==> config.mk <==
export PLATFORM = sky130hd
export DESIGN_NAME = load_store_unit
export DESIGN_NICKNAME = d
export VERILOG_FILES = /design/src/rtl/cpu_pkg.sv /design/src/rtl/lsu_align_check.sv /design/src/rtl/load_store_unit.sv
export SDC_FILE = /design/constraint.sdc
export NUM_CORES = 1
export LEC_CHECK = 0
export CAP_MARGIN = 5
export CORE_MARGIN = 2
export CORE_UTILIZATION = 36
export DETAILED_ROUTE_END_ITERATION = 16
export GPL_TIMING_DRIVEN = 1
export PLACE_DENSITY = 0.87
export SLEW_MARGIN = 5
export SYNTH_ARGS = -nofsm -noshare
export SYNTH_HDL_FRONTEND = slang
export SYNTH_SLANG_ARGS = --single-unit
==> constraint.sdc <==
create_clock -name clk -period 1.5 [get_ports clk]
set_input_delay 0.3 -clock clk [delete_from_list [all_inputs] [get_ports clk]]
set_output_delay 0.3 -clock clk [all_outputs]
set_load 0.02 [all_outputs]
==> src/rtl/cpu_pkg.sv <==
// Shared definitions for the load/store unit: RV32I load/store size codes
// and the LSU control states.
package cpu_pkg;

  localparam logic [2:0] F3_B  = 3'b000;
  localparam logic [2:0] F3_H  = 3'b001;
  localparam logic [2:0] F3_W  = 3'b010;
  localparam logic [2:0] F3_BU = 3'b100;
  localparam logic [2:0] F3_HU = 3'b101;

  typedef enum logic [1:0] {
    IDLE   = 2'd0,
    ACCESS = 2'd1,
    RESP   = 2'd2
  } lsu_state_t;

endpackage

==> src/rtl/lsu_align_check.sv <==
// Combinational legality check for a load/store: the size code must be a known
// one and the byte address must be naturally aligned for that size.
module lsu_align_check
  import cpu_pkg::*;
(
  input  logic [2:0] funct3_i,
  input  logic [1:0] addr_lo_i,
  output logic       legal_o
);

  always_comb begin
    legal_o = 1'b0;
    case (funct3_i)
      F3_B, F3_BU: legal_o = 1'b1;
      F3_H, F3_HU: legal_o = (addr_lo_i[0] == 1'b0);
      F3_W:        legal_o = (addr_lo_i == 2'b00);
      default:     legal_o = 1'b0;
    endcase
  end

endmodule

==> src/rtl/load_store_unit.sv <==
// Single-outstanding load/store unit: captures one op, performs a one-cycle
// access to a combinational data memory, then holds the response until taken.
module load_store_unit
  import cpu_pkg::*;
#(
  parameter int ADDRESS_WIDTH = 32,
  parameter int DATA_WIDTH    = 32
) (
  input  logic                     clk,
  input  logic                     rst,
  input  logic                     req_valid,
  output logic                     req_ready,
  input  logic                     req_we,
  input  logic [2:0]               req_funct3,
  input  logic [ADDRESS_WIDTH-1:0] req_addr,
  input  logic [DATA_WIDTH-1:0]    req_wdata,
  output logic                     rsp_valid,
  input  logic                     rsp_ready,
  output logic [DATA_WIDTH-1:0]    rsp_rdata,
  output logic                     rsp_err,
  output logic                     mem_wr_en,
  output logic [ADDRESS_WIDTH-1:0] mem_addr,
  output logic [DATA_WIDTH-1:0]    mem_wdata,
  output logic [2:0]               mem_funct3,
  input  logic [DATA_WIDTH-1:0]    mem_rdata
);

  lsu_state_t               state_q, state_d;
  logic                     we_q, we_d;
  logic [2:0]               f3_q, f3_d;
  logic [ADDRESS_WIDTH-1:0] addr_q, addr_d;
  logic [DATA_WIDTH-1:0]    wdata_q, wdata_d;
  logic [DATA_WIDTH-1:0]    rdata_q, rdata_d;
  logic                     err_q, err_d;
  logic                     req_legal;

  lsu_align_check u_align_check (
    .funct3_i  (req_funct3),
    .addr_lo_i (req_addr[1:0]),
    .legal_o   (req_legal)
  );

  always_ff @(posedge clk) begin
    if (rst) begin
      state_q <= IDLE;
      we_q    <= 1'b0;
      f3_q    <= '0;
      addr_q  <= '0;
      wdata_q <= '0;
      rdata_q <= '0;
      err_q   <= 1'b0;
    end else begin
      state_q <= state_d;
      we_q    <= we_d;
      f3_q    <= f3_d;
      addr_q  <= addr_d;
      wdata_q <= wdata_d;
      rdata_q <= rdata_d;
      err_q   <= err_d;
    end
  end

  always_comb begin
    state_d    = state_q;
    we_d       = we_q;
    f3_d       = f3_q;
    addr_d     = addr_q;
    wdata_d    = wdata_q;
    rdata_d    = rdata_q;
    err_d      = err_q;
    req_ready  = 1'b0;
    rsp_valid  = 1'b0;
    mem_wr_en  = 1'b0;
    mem_addr   = '0;
    mem_wdata  = '0;
    mem_funct3 = F3_W;

    case (state_q)
      IDLE: begin
        req_ready = 1'b1;
        if (req_valid) begin
          we_d    = req_we;
          f3_d    = req_funct3;
          addr_d  = req_addr;
          wdata_d = req_wdata;
          rdata_d = '0;
          err_d   = ~req_legal;
          state_d = req_legal ? ACCESS : RESP;
        end
      end
      ACCESS: begin
        mem_addr   = addr_q;
        mem_wdata  = wdata_q;
        mem_funct3 = f3_q;
        // Reset must be able to kill a store in the very cycle it would commit.
        mem_wr_en  = we_q & ~rst;
        rdata_d    = we_q ? '0 : mem_rdata;
        state_d    = RESP;
      end
      RESP: begin
        rsp_valid = 1'b1;
        if (rsp_ready) state_d = IDLE;
      end
      default: state_d = IDLE;
    endcase
  end

  assign rsp_rdata = rdata_q;
  assign rsp_err   = err_q;

endmodule

==> Word-level counts from Yosys, hierarchy flattened <==
Cells that the tools add are included.
{ "totals": {"elab_cells": 42, "rom_bits": 0, "out_inout_bits": 103, "latchBits": 0, "memories": 0, "in_bits": 104, "ff_bits": 103, "ramBits": 0} }
{ "op_classes": {"mul": 0, "magnitude_cmp": 0, "add_sub_neg": 0, "n_reduce_logical": 9, "n_bitwise": 4, "n_eq_ne": 8, "div": 0, "n_shift": 0, "muxes": 14} }
{ "op_table": {"columns": ["cell", "count"], "rows": [
  ["$mux 32", 4],
  ["$pmux 32 s2", 1],
  ["$eq 3x3->1 const B", 2],
  ["$mux 2", 3],
  ["$pmux 2 s3", 1],
  ["$reduce_and 2->1", 3],
  ["$logic_not 2->1", 2],
  ["$ne 2x2->1 const B", 2],
  ["$reduce_or 2->1", 2],
  ["$eq 3x1->1 const B", 1],
  ["$eq 3x2->1 const B", 1],
  ["$logic_not 3->1", 1],
  ["$mux 1", 3],
  ["$mux 3", 1],
  ["$not 1->1", 3],
  ["$pmux 1 s3", 1],
  ["$eq 2x1->1 const B", 1],
  ["$eq 2x2->1 const B", 1],
  ["$reduce_bool 2->1", 1],
  ["$and 1x1->1", 1]
]} }

==> Logic depth before layout (Yosys ltp) <==
{ "logic_depth": {"ltp_word": 6, "ltp_mapped": 6, "mapped_depth_nobuf": 3} }

==> Modules after synthesis <==
Synthesis repeated with hierarchy kept, for this count alone.
{ "unflattened": {"cells_unflattened": 462, "area_unflattened_um2": 4657.0} }
{ "modules_own_cells": {"columns": ["mod", "area_per_inst_um2", "cells_per_inst", "seq_area_each_um2", "instances"], "rows": [
  ["load_store_unit", 4642.0, 460, 2062.0, 1],
  ["lsu_align_check", 15.0, 2, 0.0, 1]
]} }

==> Worst setup path before layout <==
Ideal clock, no wire load.
{ "synth_path": {"path_type": "register to output", "startpoint": "reg state_q[1]", "endpoint": "out mem_addr[21]", "required_time_ns": 1.200, "arrival_time_ns": 1.355, "stages_incl_launch_ff": 6, "n_path_buf": 3, "setup_slack_ns": -0.155, "cell_sequence": "dfxtp_1 -> buf_6 -> and2b_1 -> clkbuf_1 -> clkbuf_1 -> and2_1"} }
{ "synth_between": {"elab_chain_cells": 2} }
{ "synth_rtl": {"columns": ["element", "line_no", "source"], "rows": [
  ["from (decl)", "load_store_unit.sv:28", "lsu_state_t state_q, state_d;"],
  ["from (signal assigned)", "load_store_unit.sv:53", "state_q <= state_d;"],
  ["$eq 2x1->1", "load_store_unit.sv:78", "case (state_q)"],
  ["$mux 32", "load_store_unit.sv:78", null],
  ["to (decl)", "load_store_unit.sv:22", "output logic [ADDRESS_WIDTH-1:0] mem_addr,"]
]} }
Every way passes these cells.

==> Worst setup path in the final report <==
{ "layout_path": {"startpoint": "reg state_q[1]", "endpoint": "out mem_wdata[28]"} }
{ "layout_between": {"elab_chain_cells": 2} }
{ "layout_rtl": {"columns": ["element", "line_no", "source"], "rows": [
  ["$eq 2x1->1", "load_store_unit.sv:78", null],
  ["$mux 32", "load_store_unit.sv:78", null],
  ["to (decl)", "load_store_unit.sv:23", "output logic [DATA_WIDTH-1:0] mem_wdata,"]
]} }
Every way passes these cells.

==> qor.yml <==
synthesis.yosys.warnings: 0
groute.layer.met2.usage_pct: 35.5
power.switching_fraction_pct: 25.4
critical_path.endpoint_type: "primary output"
syn2layout_area_growth_pct: 72.1
dp_cells: 819
antenna_cells_inserted: 0
clkSlewWorstSetupHoldPaths_ns: 0.09
yosysTopAreaCellShare_pct: 51.7
syn_area_sq_um: 3990
post_dp_cell_area_sq_um: 6270
syn_inst: 499
share_clk_of_total_power_pct: 29.8
post-route-worst-setup-slack_ns: -0.272
io_pins: 207
final-instance-count-excl-fill: 850
power.combinational.fraction_pct: 19.1
total_power_mw: 5.79
clock_insertion_delay_worst_skew_ns: 0.35
synth_top_area_cell: "dfxtp_1"
synthesis.nets: 603
die_ht_um: 109
cts-root-to-sink-buffers: 2
worst_pin_slew_ns: 1.04
grt_usage_pct: 20.4
path_class: "reg -> out"
detail_route.first_pass.iterations: 5
worst_hold_path.num_cells: 2
critical_path_required_ns: 1.20
critPathLaunchType: "flop"
route.detailed.vias_per_inst: 4.90
achievable-frequency_mhz: 564
final-setup-viol-count: 69
row_cnt: 38
finClkSkew_ns: 0.00670
leakage_nw: 2.95
violations: "negative setup slack"
cts_max_level: 3
rsz_0062_raised_after_global_routing: "yes"
grt_pass1_vias: 4095
outcome: "complete, but fails checks"
hold_violation_count_in_the_final_report: 0
synth_edf_count: 0
max_slew_margin_pct: 30.5
reg2regPathDepth: 4
die_area_sq_um: 11900
p_seq_share_pct: 51.0
worst_hold_path.endpoint: "addr_q[3]"
wirelength_um: 13100
hold_path.class: "reg -> reg"
highest_utilization_routing_layer_at_the_global_route_stage: "met2"
detailedPlacementHpwl_um: 8430
initial_antenna_violation_count: 0
timing.hold.ws_ns: 0.452
number_of_buffers_inserted_during_clock_tree_synthesis: 9
top_cells_by_count_synth: "137 x nand2_1, 103 x dfxtp_1, 72 x a21oi_1"
drv.max_cap_violation_count: 0
post_drt_wl_per_cell_um: 15.4
place_congestion: 0.731
synth-main-ff-cell: "dfxtp_1"
drt_iter0_markers: 204
num_vias: 4165
ir_worst_vdd_v: 0.000541
yosysSeqAreaShare_pct: 51.7
p_per_area_nw_per_um2: 843
die-width_um: 109
switching_power_mw: 1.47
grt_use_met3_pct: 5.86
clk_root_buffer_cell: "clkbuf_8"
drt_drc_violations_left: 0
min_from: "addr_q[3]"
port_buffers: 206
tritoncts_num_sinks: 103
asyncSetResetFlopFracSynth_pct: 0
internal_power_mw: 4.32
nets: 809
timing.reg2reg.setup_slack_ns: -0.03
drive_above_1_share_pct: 23.9
syn_avg_cell_area_sq_um: 7.99
postSynthRegisterBits: 103
cts_tree: "done"
grt_remaining_overflow: 0
cp_data_arrival_time_ns: 1.47
r2r_start: "state_q[1]"
regToRegEndpoint: "rsp_err"
final_min_period_over_clock_period_pct: 118
count_of_pins_over_their_slew_limit: 0
grt_use_met1_pct: 23.2
post-route-cell-area_sq_um: 6870
synth_most_common_cell: "nand2_1"
timing.setup.tns_ns: -14.98
floorplan.initialDensity_pct: 36.8
path_max_fanout: 11
period_needed_ns: 1.77
wire_length_of_the_first_global_routing_pass_um: 19100
floorplan.core_area_sq_um: 10800
grt_start_max_net_pins: 104
post_synth_num_cell_types: 22
ys_top_cells_by_area: "dfxtp_1 52%, nand2_1 13%, and2_1 10%"
final_antenna_net_count: 0
[worst max-delay path: stages, from the launching register on]
cell and delay [ns]:
dfxtp_2 0.33, and2b_4 0.30, buf_12 0.14, buf_12 0.11
and2_4 0.13, buf_6 0.11
[logic make-up (layout without fill, tap and decap cells)]
group / Yosys count / after routing / share of synthesized area [%]
flops: 103 / 103 / 51.7
buf+inv: 42 / 252 / 4.39
compound gates: 105 / 105 / 15.2
simple gates: 249 / 250 / 28.7
[registers in the layout, summed over array words and instances, names as in the netlist]
signal / cells
we_q: 1
wdata_q: 32
rsp_rdata: 32
rsp_err: 1
f3_q: 3
addr_q: 32
state_q: 2
[cell type report]
cell class,count,area [sq um]
repair buffers,236,2540
clock inverters,1,8.76
well taps,140,175
clock buffers,15,196
flip-flops and latches,103,2060
multi-input cells,355,1890
fillers,901,3970
[through the flow]
step                utilization [%]  setup slack (ns)
finish                         63.3            -0.272
global route                   63.3            -0.343
CTS                            61.9            -0.332
detailed placement             57.8            -0.386
global placement               57.8            -0.344
floorplan                         -           0.00458
[power by group through the flow]
stage               combinational [mW]  sequential (mW)  clock, mW
floorplan                        0.417             3.01          0
global placement                 0.924             3.00          0
detailed placement               0.949             3.01          0
CTS                               1.01             2.95       1.77
global route                      1.20             2.97       1.87
finish                            1.11             2.95       1.73
[worst max-delay path by stage]
stage / start / to / slack (ns)
2_1_floorplan: state_q[1] / mem_addr[21] / 0.005
3_3_place_gp: req_valid / wdata_q[26] / -0.34
3_5_place_dp: req_valid / addr_q[4] / -0.39
4_1_cts: state_q[1] / mem_addr[30] / -0.33
5_1_grt: state_q[1] / mem_wdata[26] / -0.34
6_report: state_q[1] / mem_wdata[28] / -0.27
[cell usage in the layout, fill, tap and decap left out, drive strengths merged, types with 19 or more instances in the layout]
cell type and n:
dfxtp 103, a21oi 72, nand2 137, a22oi 32
dlygate4sd2 33, nor2 35, clkdlybuf4s50 101, buf 97
clkbuf 19, and2 66
[timing repair]
item / CTS / global route
hold buffers: 0 / 0
pin swaps: 2 / 4
endpoints found under the setup margin: 173 / 107
cloned: 3 / 8
resized for setup: 475 / 20
buffers inserted: 4 / 2
[per-layer routing]
| metal | wire, um | up-vias |
|---|---|---|
| li1 | - | 2027 |
| met1 | 5320 | 1920 |
| met2 | 6260 | 192 |
| met3 | 1160 | 26 |
| met4 | 333 | 0 |
| met5 | 0 | - |
No activity file was read; power rests on OpenSTA's default activity.
